## config.mk

```make
export PLATFORM = sky130hd
export DESIGN_NAME = clock_edit_ctrl
export DESIGN_NICKNAME = d
export VERILOG_FILES = /design/src/rtl/clock_edit_ctrl.sv
export SDC_FILE = /design/constraint.sdc
export NUM_CORES = 1
export LEC_CHECK = 0
export BUFFER_PORTS_ARGS = -buffer_cell sky130_fd_sc_hd__buf_2
export CORE_MARGIN = 2
export CORE_UTILIZATION = 60
export CTS_CLUSTER_SIZE = 10
export DETAILED_ROUTE_END_ITERATION = 8
export HOLD_SLACK_MARGIN = 0.02
export PLACE_DENSITY = 0.83
export SYNTH_ARGS = -nofsm -noshare
export SYNTH_HDL_FRONTEND = slang
export SYNTH_SLANG_ARGS = --single-unit
export TNS_END_PERCENT = 10
```

## constraint.sdc

```tcl
create_clock -name clk -period 4.5 [get_ports clk]
set_input_delay 0.675 -clock clk [delete_from_list [all_inputs] [get_ports clk]]
set_output_delay 0.675 -clock clk [all_outputs]
set_load 0.01 [all_outputs]
```

## src/rtl/clock_edit_ctrl.sv

```systemverilog
// Edit-mode controller for a clock/calendar: synchronizes and debounces three buttons, walks the edit fields,
// emits inc/dec strobes 3 cycles after a debounced press. Optional auto-repeat: define CLOCK_EDIT_AUTO_REPEAT_EN.
module clock_edit_ctrl #(
  parameter int DEB_CNT       = 500_000,
  parameter int TIMEOUT_TICKS = 10,
  parameter int REPEAT_DLY    = 25_000_000,
  parameter int REPEAT_PER    = 6_250_000
) (
  input  logic       clk,
  input  logic       rst_n,
  input  logic       butt_change,
  input  logic       butt_increase,
  input  logic       butt_decrease,
  input  logic       sw_mode,
  input  logic       tick,
  output logic [2:0] field_sel,
  output logic       inc_pulse,
  output logic       dec_pulse,
  output logic       run_en,
  output logic       led17,
  output logic       led14,
  output logic       led10
);
  localparam int DW = $clog2(DEB_CNT + 1);
  localparam int TW = $clog2(TIMEOUT_TICKS + 1);
  localparam int RW = $clog2(((REPEAT_DLY > REPEAT_PER) ? REPEAT_DLY : REPEAT_PER) + 1);

  typedef enum logic [1:0] {IDLE, F1, F2, F3} state_t;

  // bit 0 = change, bit 1 = increase, bit 2 = decrease
  logic [2:0]    raw, s1, s2, deb, deb_d, press;
  logic [DW-1:0] dcnt [3];

  assign raw   = {butt_decrease, butt_increase, butt_change};
  assign press = deb_d & ~deb;

  always_ff @(posedge clk) begin
    if (!rst_n) begin
      s1    <= '1;
      s2    <= '1;
      deb   <= '1;
      deb_d <= '1;
      for (int i = 0; i < 3; i++) dcnt[i] <= '0;
    end else begin
      s1    <= raw;
      s2    <= s1;
      deb_d <= deb;
      for (int i = 0; i < 3; i++) begin
        if (s2[i] == deb[i]) begin
          dcnt[i] <= '0;
        end else if (dcnt[i] == DW'(DEB_CNT - 1)) begin
          deb[i]  <= s2[i];
          dcnt[i] <= '0;
        end else begin
          dcnt[i] <= dcnt[i] + DW'(1);
        end
      end
    end
  end

  state_t        state, nxt;
  logic          mode_q, toggle, edit, chg_evt, inc_q, dec_q;
  logic          rep_fire, rep_inc, rep_dec;
  logic [TW-1:0] to_cnt;
  logic          p1_inc, p1_dec, p2_inc, p2_dec;

  assign toggle  = sw_mode ^ mode_q;
  assign edit    = (state != IDLE);
  assign chg_evt = press[0];
  // a press only counts while the opposite button is released
  assign inc_q   = press[1] & deb[2] & ~chg_evt & ~toggle & edit;
  assign dec_q   = press[2] & deb[1] & ~chg_evt & ~toggle & edit;

`ifdef CLOCK_EDIT_AUTO_REPEAT_EN
  logic          rep_act, rep_dir, rep_first, rep_held;
  logic [RW-1:0] rep_cnt, rep_lim;

  assign rep_lim  = rep_first ? RW'(REPEAT_DLY - 1) : RW'(REPEAT_PER - 1);
  assign rep_held = rep_dir ? (!deb[2] && deb[1]) : (!deb[1] && deb[2]);
  assign rep_fire = rep_act && rep_held && edit && !toggle && !chg_evt && (rep_cnt == rep_lim);
  assign rep_inc  = rep_fire & ~rep_dir;
  assign rep_dec  = rep_fire & rep_dir;

  always_ff @(posedge clk) begin
    if (!rst_n) begin
      rep_act   <= 1'b0;
      rep_dir   <= 1'b0;
      rep_first <= 1'b0;
      rep_cnt   <= '0;
    end else if (inc_q || dec_q) begin
      rep_act   <= 1'b1;
      rep_dir   <= dec_q;
      rep_first <= 1'b1;
      rep_cnt   <= '0;
    end else if (!rep_act || !rep_held || !edit || toggle) begin
      rep_act   <= 1'b0;
    end else if (rep_cnt == rep_lim) begin
      rep_first <= 1'b0;
      rep_cnt   <= '0;
    end else begin
      rep_cnt   <= rep_cnt + RW'(1);
    end
  end
`else
  logic unused_rep;
  assign unused_rep = ^{RW'(REPEAT_DLY), RW'(REPEAT_PER)};
  assign rep_fire   = 1'b0;
  assign rep_inc    = 1'b0;
  assign rep_dec    = 1'b0;
`endif

  always_comb begin
    nxt = state;
    if (toggle) begin
      nxt = IDLE;
    end else if (chg_evt) begin
      case (state)
        IDLE:    nxt = F1;
        F1:      nxt = F2;
        F2:      nxt = F3;
        default: nxt = IDLE;
      endcase
    end else if (edit && tick && !(|press) && !rep_fire && (to_cnt == TW'(TIMEOUT_TICKS - 1))) begin
      nxt = IDLE;
    end
  end

  always_ff @(posedge clk) begin
    if (!rst_n) begin
      state     <= IDLE;
      mode_q    <= sw_mode;
      to_cnt    <= '0;
      field_sel <= 3'd0;
      run_en    <= 1'b1;
      led17     <= 1'b0;
      led14     <= 1'b0;
      led10     <= 1'b0;
      p1_inc    <= 1'b0;
      p1_dec    <= 1'b0;
      p2_inc    <= 1'b0;
      p2_dec    <= 1'b0;
      inc_pulse <= 1'b0;
      dec_pulse <= 1'b0;
    end else begin
      state  <= nxt;
      mode_q <= sw_mode;
      if ((|press) || rep_fire || (nxt != state)) to_cnt <= '0;
      else if (edit && tick)                      to_cnt <= to_cnt + TW'(1);
      case (nxt)
        F1:      field_sel <= sw_mode ? 3'd4 : 3'd3;
        F2:      field_sel <= sw_mode ? 3'd5 : 3'd2;
        F3:      field_sel <= sw_mode ? 3'd6 : 3'd1;
        default: field_sel <= 3'd0;
      endcase
      run_en    <= (nxt == IDLE) | sw_mode;
      led17     <= (nxt == F1);
      led14     <= (nxt == F2);
      led10     <= (nxt == F3);
      p1_inc    <= inc_q | rep_inc;
      p1_dec    <= dec_q | rep_dec;
      p2_inc    <= p1_inc & ~toggle;
      p2_dec    <= p1_dec & ~toggle;
      inc_pulse <= p2_inc & edit & ~toggle;
      dec_pulse <= p2_dec & edit & ~toggle;
    end
  end
endmodule

```

==> summary.md <==
| Metric | Value |
|---|---|
| Status | completed |
| Critical path arrival | 2.50 ns |
| Synth area leaders | edfxtp_1, dfxtp_1, xor2_1 |
| Post-CTS resize count | 0 |
| Worst-Skew Late Latency | 0.36 ns |
| Top_reg_cell synth | edfxtp_1 |
| Setup-failing EPs final | 0 |
| Ant. Diodes | 0 |
| Vias in the first global route | 2,894 |
| H-Tree Depth | 3 |
| CP endpoint kind | flip-flop |
| Worst rel slew slack | 53.8% |
| Synthesized instance count | 401 |
| Static leakage | 1.77 nW |
| Crit-path max FO | 9 |
| I/O pin count | 16 |
| WP data required | 4.80 ns |
| Synthesized area | 4250 um^2 |
| Total gr overflow | 0 |
| Drt via density | 5.06 |
| Simple-Gate Fraction of Synth Area | 25.1% |
| Pwr dens | 323 nW/um^2 |
| Startpoint Class | flip-flop |
| Die ar. | 7780 um^2 |
| Total CTS buffers | 9 |
| Die height | 88.2 um |
| Routed WL | 7010 um |
| Hold crit path type | flip-flop to flip-flop |
| DRC viols | 0 |
| Worst-path clk slew | 0.09 ns |
| Post-synth EDFFs | 57 |
| Port bufs | 15 |
| Netlist cell types | 43 |
| Adder-cell area share of the yosys netlist | 2.06% |
| Main combinational cell family by area after synthesis | simple AND/OR/NAND/NOR gates |
| Final #Nets | 487 |
| Peak VDD IR | 0.000297 V |
| First-pass GRT wire length | 12,300 um |
| Most numerous cell in the Yosys netlist | nor2_1 |
| Syn. warnings | 0 |
| Final min period | 2.20 ns |
| CTS tree | done |
| Pin count of the biggest net entering global routing | 22 |
| Max-cap violations | 0 |
| Setup TNS | 0 ns |
| Final critical-path setup slack | 2.30 ns |
| Slew Viols, Final | 0 |
| Final hold violation count | 0 |
| Layout cell share with drive strength beyond 1 | 8.58% |
| Commonest cells post-synth | nor2_1, edfxtp_1, xor2_1 |
| Synth Area in Compound Gates | 2.32% |
| Drt first-iter violations | 123 |
| Post-synthesis async set-or-reset flop share | 0% |
| Routability cong. | 0.822 |
| Post-synthesis sequential area ratio | 55.3% |
| Crit Path Category | flip-flop to flip-flop |
| Wire per inst | 12.2 um |
| Initial antenna violation count | 0 |
| Via count | 2,903 |
| Die Wd | 88.2 um |
| HPWL after DPL | 4990 um |
| Finished Layout Cells | 574 |
| GRT Overall Usage | 20.5% |
| Row Count | 30 |
| Postcts setup bufs | 0 |
| Clock skew | 0.0107 ns |
| Bufs on Longest Clock Path | 2 |
| CTS Sinks | 89 |
| Hold-fix buffers, CTS | 0 |
| Initial DRT Pass Iterations | 5 |
| Post-Synth XOR/XNOR Area | 12.3% |
| Yosys reg bits | 89 |
| Synth top area share | 40.2% |
| R2R Setup Slk | 2.30 ns |
| Setup slack at placement | 2.31 ns |
| Design Power | 1.56 mW |
| Core Footprint | 6830 um^2 |
| Worst-Margin Slew | 0.686 ns |
| Layout fillers | 544 |
| Mux cell area share after synthesis | 0.706% |
| Placed cell count | 558 |
| CTS root buffer | clkbuf_8 |
| Initial Util | 62.3% |
| Area leader, netlist | edfxtp_1 |
| Post-route antenna net violation count | 0 |
| Area Growth Syn to Fin | 13.6% |
| Average size of a mapped cell | 10.6 um^2 |
| Unrepaired setup endpoints after global routing | false |
| FMAX | 0.454 GHz |
| Final period utilization | 48.9% |
cells by family (layout without fill, tap and decap cells):
group / count (synthesis) / after routing
simple gates: 209 / 209
flops: 89 / 89
xor+xnor: 59 / 59
buf+inv: 21 / 42
compound gates: 12 / 12
fa+ha+maj: 7 / 7
mux: 3 / 3
other cells: 1 / 57
final timing paths:
check / start / to / cells after the start
setup / recovery: state[1]$_SDFF_PN0_ / field_sel[1]$_SDFF_PN0_ / 7
hold / removal: s1[0]$_SDFF_PN1_ / s2[0]$_SDFF_PN1_ / 1
setup reg to reg: state[1]$_SDFF_PN0_ / field_sel[1]$_SDFF_PN0_ / 7
hold reg to reg: s1[0]$_SDFF_PN1_ / s2[0]$_SDFF_PN1_ / 1
layout make-up:
cell class                      instances  area, um^2  area share, %
Sequential cell                        89        2350           48.7
Multi-Input combinational cell        347        2020           41.9
Clock buffer                           14         209           4.32
Tap cell                               96         120           2.49
Timing Repair Buffer                   15        75.1           1.55
Inverter                               11        41.3          0.854
Clock inverter                          2        12.5          0.259
report_power, final:
part           leakage (nW)  internal (mW)  total (mW)  switching, mW
clock network         0.117          0.306       0.583          0.277
logic                 0.807         0.0228      0.0589         0.0362
registers             0.848          0.892       0.918         0.0263
cell usage in the layout, fill, tap and decap left out, types with 2 or more instances in the layout:
cell / synthesis / routed
a211oi_1: 2 / 2
a21oi_1: 2 / 2
and2_2: 2 / 2
and3_1: 10 / 10
and4_1: 3 / 3
buf_2: 7 / 15
clkbuf_16: 0 / 2
clkbuf_8: 0 / 11
conb_1: 1 / 57
dfxtp_1: 32 / 32
edfxtp_1: 57 / 57
ha_1: 7 / 7
inv_1: 11 / 11
inv_4: 0 / 2
mux2i_1: 3 / 3
nand2_1: 26 / 26
nand2b_1: 10 / 10
nand3_1: 31 / 31
nand3b_1: 2 / 2
nand4_1: 11 / 11
nor2_1: 77 / 77
nor2b_1: 4 / 4
nor3_1: 10 / 10
nor3b_1: 2 / 2
nor4_1: 7 / 7
nor4b_1: 3 / 3
nor4bb_1: 2 / 2
o21ai_0: 2 / 2
or2_2: 3 / 3
xnor2_1: 20 / 20
xor2_1: 38 / 38
flip-flops by register name, indices dropped and copies added (netlist names), 2 cells and up:
name	count
deb	3
deb_d	3
to_cnt	4
field_sel	3
dcnt	57
s2	3
s1	3
state	2
critical path: stages (launching register included):
cell,delay (ns)
dfxtp_1,0.34
inv_1,0.09
ha_1,0.27
nand4b_4,0.22
nor4_4,0.39
o41ai_4,0.15
or4_1,0.49
a31oi_1,0.18
per-stage QoR:
step / hold WS [ns] / area, um^2 / utilization (%)
final: 0.415 / 4830 / 70.8
after global routing: 0.443 / 4830 / 70.8
after CTS: 0.418 / 4830 / 70.8
after detailed placement: 0.399 / 4610 / 67.5
after global placement: 0.390 / 4610 / 67.5
after floorplan: 0.386 / 4460 / -
routing by layer:
| metal | track usage, % | wire length [um] | vias to the layer above | share of wire [%] |
|---|---|---|---|---|
| met3 | 5.47 | 240 | 11 | 3.4 |
| met4 | 7.58 | 112 | 0 | 1.6 |
| met2 | 34.6 | 3430 | 38 | 49 |
| met1 | 25.3 | 3220 | 1376 | 46 |
| met5 | 0 | 0 | - | 0 |
| li1 | - | - | 1478 | - |
Note: power is estimated with default switching activity, not from simulation.
